File: config.mk
export PLATFORM = sky130hd
export DESIGN_NAME = mem_stage
export DESIGN_NICKNAME = d
export VERILOG_FILES = /design/src/rtl/mem_stage_pkg.sv /design/src/rtl/mem_stage_align.sv /design/src/rtl/mem_stage.sv
export SDC_FILE = /design/constraint.sdc
export NUM_CORES = 1
export LEC_CHECK = 0
export BUFFER_PORTS_ARGS = -buffer_cell sky130_fd_sc_hd__buf_2
export CAP_MARGIN = 20
export CORE_ASPECT_RATIO = 0.5
export CORE_MARGIN = 10
export CORE_UTILIZATION = 56
export CTS_BUF_LIST = sky130_fd_sc_hd__clkbuf_2
export DETAILED_ROUTE_END_ITERATION = 16
export PLACE_DENSITY_LB_ADDON = 0.05
export SETUP_SLACK_MARGIN = 0.05
export SYNTH_ARGS = -nofsm -noshare
export SYNTH_HDL_FRONTEND = slang
export SYNTH_SLANG_ARGS = --single-unit
File: constraint.sdc
create_clock -name clk -period 10.7 [get_ports clk]
set_clock_uncertainty 0.1 [all_clocks]
set_input_delay 0.535 -clock clk [delete_from_list [all_inputs] [get_ports clk]]
set_output_delay 0.535 -clock clk [all_outputs]
set_load 0.01 [all_outputs]
File: src/rtl/mem_stage_pkg.sv
// Shared encodings and helpers for the MEM pipeline stage.
package mem_stage_pkg;

  localparam int DATA_W = 32;
  localparam int REG_W  = 5;

  typedef enum logic [2:0] {
    MEM_LB  = 3'd0,
    MEM_LBU = 3'd1,
    MEM_LH  = 3'd2,
    MEM_LHU = 3'd3,
    MEM_LW  = 3'd4,
    MEM_SB  = 3'd5,
    MEM_SH  = 3'd6,
    MEM_SW  = 3'd7
  } memc_e;

  typedef enum logic {
    STATE_IDLE = 1'b0,
    STATE_WAIT = 1'b1
  } state_e;

  // Halves need an even address, words a 4-byte aligned one; bytes never fault.
  function automatic logic is_misaligned(input memc_e m, input logic [1:0] off);
    case (m)
      MEM_LH, MEM_LHU, MEM_SH: return off[0];
      MEM_LW, MEM_SW:          return off != 2'b00;
      default:                 return 1'b0;
    endcase
  endfunction

endpackage

File: src/rtl/mem_stage_align.sv
// Combinational lane steering: store byte enables/replication and load extraction/extension.
module mem_align
  import mem_stage_pkg::*;
(
  input  memc_e             st_memc,
  input  logic [1:0]        st_off,
  input  logic [DATA_W-1:0] st_data,
  output logic [3:0]        st_be,
  output logic [DATA_W-1:0] st_wdata,
  input  memc_e             ld_memc,
  input  logic [1:0]        ld_off,
  input  logic [DATA_W-1:0] ld_rdata,
  output logic [DATA_W-1:0] ld_data
);

  logic [DATA_W-1:0] lane;

  always_comb begin
    st_be    = 4'b1111;
    st_wdata = st_data;
    case (st_memc)
      MEM_SB: begin
        st_be    = 4'b0001 << st_off;
        st_wdata = {4{st_data[7:0]}};
      end
      MEM_SH: begin
        st_be    = 4'b0011 << st_off;
        st_wdata = {2{st_data[15:0]}};
      end
      default: ;
    endcase
  end

  always_comb begin
    lane    = ld_rdata >> {ld_off, 3'b000};
    ld_data = ld_rdata;
    case (ld_memc)
      MEM_LB:  ld_data = {{24{lane[7]}}, lane[7:0]};
      MEM_LBU: ld_data = {24'h0, lane[7:0]};
      MEM_LH:  ld_data = {{16{lane[15]}}, lane[15:0]};
      MEM_LHU: ld_data = {16'h0, lane[15:0]};
      default: ;
    endcase
  end

endmodule

File: src/rtl/mem_stage.sv
// MEM pipeline stage: issues loads/stores on a req/ack port, stalls upstream while waiting,
// and registers the write-back data, destination and enable.
module mem_stage
  import mem_stage_pkg::*;
#(
  parameter int ACK_TIMEOUT = 64
) (
  input  logic              clk,
  input  logic              rst,
  input  logic              mem_write_reg,
  input  logic              mem_mem_to_reg,
  input  logic              mem_write_mem,
  input  memc_e             mem_memc,
  input  logic [DATA_W-1:0] alu_result,
  input  logic [REG_W-1:0]  e_des_r,
  input  logic [DATA_W-1:0] write_mem_val,
  output logic              stall_o,
  output logic              dmem_req,
  output logic              dmem_we,
  output logic [DATA_W-1:0] dmem_addr,
  output logic [3:0]        dmem_be,
  output logic [DATA_W-1:0] dmem_wdata,
  input  logic              dmem_ack,
  input  logic [DATA_W-1:0] dmem_rdata,
  output logic              wb_write_reg,
  output logic [REG_W-1:0]  wb_des_r,
  output logic [DATA_W-1:0] wb_data,
  output logic              err_o
);

  localparam int CNT_W = (ACK_TIMEOUT > 2) ? $clog2(ACK_TIMEOUT) : 1;

  state_e            state_q, state_d;
  logic [CNT_W-1:0]  cnt_q, cnt_d;
  memc_e             memc_q, memc_d;
  logic [1:0]        off_q, off_d;
  logic [REG_W-1:0]  des_q, des_d;
  logic              load_q, load_d;
  logic              req_q, req_d, we_q, we_d, err_q, err_d, wbw_q, wbw_d;
  logic [DATA_W-1:0] addr_q, addr_d, wdata_q, wdata_d, wbd_q, wbd_d;
  logic [3:0]        be_q, be_d;
  logic [REG_W-1:0]  wbr_q, wbr_d;
  logic [3:0]        st_be;
  logic [DATA_W-1:0] st_wdata, ld_data;
  logic              mem_op;

  mem_align u_align (
    .st_memc  (mem_memc),
    .st_off   (alu_result[1:0]),
    .st_data  (write_mem_val),
    .st_be    (st_be),
    .st_wdata (st_wdata),
    .ld_memc  (memc_q),
    .ld_off   (off_q),
    .ld_rdata (dmem_rdata),
    .ld_data  (ld_data)
  );

  assign mem_op = mem_mem_to_reg | mem_write_mem;

  always_comb begin
    state_d = state_q;
    cnt_d   = cnt_q;
    memc_d  = memc_q;
    off_d   = off_q;
    des_d   = des_q;
    load_d  = load_q;
    req_d   = req_q;
    we_d    = we_q;
    addr_d  = addr_q;
    be_d    = be_q;
    wdata_d = wdata_q;
    wbd_d   = wbd_q;
    wbr_d   = wbr_q;
    wbw_d   = 1'b0;
    err_d   = 1'b0;
    case (state_q)
      STATE_IDLE: begin
        cnt_d = '0;
        if (!mem_op) begin
          wbd_d = alu_result;
          wbr_d = e_des_r;
          wbw_d = mem_write_reg && (e_des_r != '0);
        end else if (is_misaligned(mem_memc, alu_result[1:0])) begin
          err_d = 1'b1;
        end else begin
          req_d   = 1'b1;
          we_d    = mem_write_mem;
          addr_d  = {alu_result[DATA_W-1:2], 2'b00};
          be_d    = st_be;
          wdata_d = st_wdata;
          memc_d  = mem_memc;
          off_d   = alu_result[1:0];
          des_d   = e_des_r;
          load_d  = mem_mem_to_reg & ~mem_write_mem;
          state_d = STATE_WAIT;
        end
      end
      STATE_WAIT: begin
        // An ack arriving in the last allowed cycle still completes the access.
        if (dmem_ack) begin
          req_d   = 1'b0;
          state_d = STATE_IDLE;
          if (load_q) begin
            wbd_d = ld_data;
            wbr_d = des_q;
            wbw_d = des_q != '0;
          end
        end else if (ACK_TIMEOUT != 0 && cnt_q == CNT_W'(ACK_TIMEOUT - 1)) begin
          req_d   = 1'b0;
          err_d   = 1'b1;
          state_d = STATE_IDLE;
        end else begin
          cnt_d = cnt_q + 1'b1;
        end
      end
      default: state_d = STATE_IDLE;
    endcase
  end

  always_ff @(posedge clk or posedge rst) begin
    if (rst) begin
      state_q <= STATE_IDLE;
      cnt_q   <= '0;
      memc_q  <= MEM_LB;
      off_q   <= '0;
      des_q   <= '0;
      load_q  <= 1'b0;
      req_q   <= 1'b0;
      we_q    <= 1'b0;
      addr_q  <= '0;
      be_q    <= '0;
      wdata_q <= '0;
      wbd_q   <= '0;
      wbr_q   <= '0;
      wbw_q   <= 1'b0;
      err_q   <= 1'b0;
    end else begin
      state_q <= state_d;
      cnt_q   <= cnt_d;
      memc_q  <= memc_d;
      off_q   <= off_d;
      des_q   <= des_d;
      load_q  <= load_d;
      req_q   <= req_d;
      we_q    <= we_d;
      addr_q  <= addr_d;
      be_q    <= be_d;
      wdata_q <= wdata_d;
      wbd_q   <= wbd_d;
      wbr_q   <= wbr_d;
      wbw_q   <= wbw_d;
      err_q   <= err_d;
    end
  end

  assign stall_o      = state_q == STATE_WAIT;
  assign dmem_req     = req_q;
  assign dmem_we      = we_q;
  assign dmem_addr    = addr_q;
  assign dmem_be      = be_q;
  assign dmem_wdata   = wdata_q;
  assign wb_write_reg = wbw_q;
  assign wb_des_r     = wbr_q;
  assign wb_data      = wbd_q;
  assign err_o        = err_q;

endmodule

==> summary.txt <==
Status: complete, no violations
Post-route DRC: 0
Initial DRC Count: 348
EDFF count, synth: 0
Flop pwr share: 0.453
Worst r2r dst: wb_data[10]
Max-Cap Viols: 0
WP data arrival: 3.96 ns
Crit-path max FO: 55
Total Wirelength: 19000 um
Worst VDD drop: 0.103 mV
Worst Hold Launch: write_mem_val[4]
Worst Hold End: dmem_wdata[4]
CP Class: reg2reg
Sw Ratio: 0.389
Crit share post-route: 0.330
Synth area leader: dfrtp_1
R2R setup slack: 7.17 ns
Die Width: 169 um
Ys async rst share: 1.00
Post-synthesis sequential area ratio: 0.504
Clk network pwr share: 0.148
Share of cells above drive strength 1: 0.341
Row cnt: 27
Largest net degree at the start of global routing: 80
Reg2reg start: stall_o
RSZ-0062 raised after global routing: no
Antenna-violating nets left: 0
Yosys warns: 0
Slew Limit Fails: 0
First-pass GRT wire length: 29200 um
Pleak: 3.72 nW
Final setup margin: 7.17 ns
Cell Int Power: 0.00102 W
Final non-filler cell total: 974
Vias per inst: 5.56
Die H: 94.5 um
Die ar.: 16000 um2
Rel. slew slack: 0.295
Fin nets: 927
Setup violations, final: 0
Vias post-DR: 5412
Comb pwr share: 0.400
Via count of the first global-routing pass: 5457
Longest Clk Path Bufs: 2
Cts bufs inserted: 17
Reg clk slew, reported paths: 0.18 ns
Worst-case reg-to-reg path depth: 4
Worst EP required: 11.13 ns
CTS root buf: clkbuf_2
CTS sink count: 125
Placed insts: 901
Initial Utilization: 0.569
Worst Path Buf+Inv: 0
Power per cell area: 211 nW/um2
Gr usage total: 0.228
Top achievable clock speed: 283 MHz
Type of the tightest min-delay check: in2reg
CTS tree: done
Yosys cell types: 48
Post-Syn Instances: 578
Initial antenna violation count: 1
Core box area: 10900 um2
Crit path launch type: register
Critical path's slowest cell: nand2_2
Fin. Hold Viols: 0
FF+latch count, synth: 125
Average size of a mapped cell: 10.7 um2
Htree depth: 4
Largest stage delay on the critical path: 1.07 ns
Main synth FF type: dfrtp_1
Total negative setup slack: 0 ns
Top cell type's share of synthesized area: 0.504
DP Worst Slack: 7.20 ns
Area grow syn2layout: 27.4%
Final worst path period need: 3.53 ns
DP HPWL: 13800 um
GR Overflow Total: 0
NetSw: 0.000651 W
Hold Crit Depth: 2
Ports: 220
I/O Buffers: 217
Worst-Skew Late Latency: 0.64 ns
Top post-synthesis cells by area: dfrtp_1 (50%), mux2_1 (10%), mux2_2 (5.1%)
Crit. End Element: register
Crit-path cells: nand3_1 > nand2_2 > nor2_1 > a221oi_1
# Post-CTS Setup Buffers: 0
Min Hold Slack: 0.0731 ns
Initial DRT Pass Iterations: 4
CP delay by family, top: simple AND/OR/NAND/NOR gates
Worst slew pin tran: 1.05 ns
Area of the mapped netlist: 6210 um2
RePlAce Congestion: 0.809
DR WL/cell: 19.5 um
-- synthesized netlist by cell type, types with 3 or more instances --
cell type / number
a21oi_1: 48
a221oi_1: 13
o22ai_1: 24
o221ai_1: 7
nand2_1: 24
inv_1: 29
buf_2: 20
nor3b_1: 8
nor2b_1: 12
nor2_1: 47
mux2_1: 57
mux2i_1: 25
dfrtp_1: 125
clkbuf_1: 18
buf_4: 3
a31oi_1: 14
nand2b_1: 4
nand3b_1: 3
o21ai_0: 25
or3_1: 3
nand3_1: 4
o2bb2ai_1: 7
mux2_2: 28
-- metal layers --
| metal | GRT usage | up-vias | wire length (um) |
|---|---|---|---|
| met5 | 0 | - | 11 |
| met4 | 0.0476 | 2 | 216 |
| met3 | 0.104 | 24 | 1770 |
| met2 | 0.367 | 199 | 8850 |
| met1 | 0.279 | 2613 | 8110 |
| li1 | - | 2574 | - |
-- power groups by stage --
| stage | sequential (W) | combinational, W | clock (W) |
|---|---|---|---|
| after floorplan | 0.000818 | 0.000323 | 0 |
| after global placement | 0.000758 | 0.000648 | 0 |
| after detailed placement | 0.000765 | 0.000663 | 0 |
| after CTS | 0.000754 | 0.000677 | 0.000253 |
| after global routing | 0.000783 | 0.000733 | 0.000273 |
| final | 0.000756 | 0.000668 | 0.000247 |
-- timing repair --
action,CTS,global route
hold endpoints to repair,69,1
gates resized for setup,0,0
hold buffers,40,1
-- worst register-to-register path, cell delays in order, from the launching register on --
cell      delay, ns
dfrtp_1        0.97
nand3_1        0.89
nand2_2        1.07
nor2_1         0.11
a221oi_1       0.29
-- layout by cell type, fill, tap and decap left out, types with 2 or more instances in the layout --
cell type / count
buf_2: 217
a21oi_1: 48
mux2_1: 57
a221oi_1: 13
nor2b_1: 12
o2bb2ai_1: 7
and3b_1: 2
clkinvlp_4: 2
nand2b_1: 4
diode_2: 2
or4_1: 2
dfrtp_1: 125
inv_1: 28
mux2i_1: 25
o221ai_1: 7
nand2_1: 23
clkbuf_2: 20
a31oi_1: 14
mux2_2: 28
nor3b_1: 8
nor2_1: 47
clkinv_1: 3
conb_1: 2
o22ai_1: 24
o21ai_0: 25
nand3_1: 4
and3_1: 2
nand3b_1: 3
buf_4: 3
clkinv_2: 4
o41ai_1: 2
dlygate4sd3_1: 41
or3_1: 3
-- logic make-up (layout without fill, tap and decap cells) --
kind of cell,count (synthesis),count (layout),synth area share
fa+ha+maj,1,1,0.00201
flops,125,125,0.504
buf+inv,72,320,0.0493
other cells,1,4,0.000604
simple gates,116,116,0.0916
compound gates,151,151,0.154
xor+xnor,2,2,0.00403
mux,110,110,0.194
-- stage by stage --
step / cell area (um2) / total power, W / utilization
floorplan: 6220 / 0.00114 / -
global placement: 7320 / 0.00141 / 0.671
detailed placement: 7320 / 0.00143 / 0.671
CTS: 7900 / 0.00168 / 0.724
global route: 7910 / 0.00179 / 0.725
finish: 7910 / 0.00167 / 0.725
-- worst max path at each step --
| stage | start | depth (start not counted) | end |
|---|---|---|---|
| after floorplan | rst | 1 | cnt_q[0] |
| after global placement | stall_o | 4 | wb_data[0] |
| after detailed placement | stall_o | 4 | wb_data[10] |
| after CTS | stall_o | 4 | wb_data[10] |
| after global routing | stall_o | 4 | wb_data[29] |
| final | stall_o | 4 | wb_data[10] |
-- cell type report --
class | count | area (um2)
timing repair buffer | 261 | 1520
antenna | 2 | 5.00
sequential | 125 | 3130
fill | 808 | 3000
multi-input combinational | 382 | 2790
inverter | 29 | 111
tap | 145 | 181
clock inverter | 10 | 76.3
clock buffer | 20 | 100
Note: power is estimated with default switching activity, not from simulation.
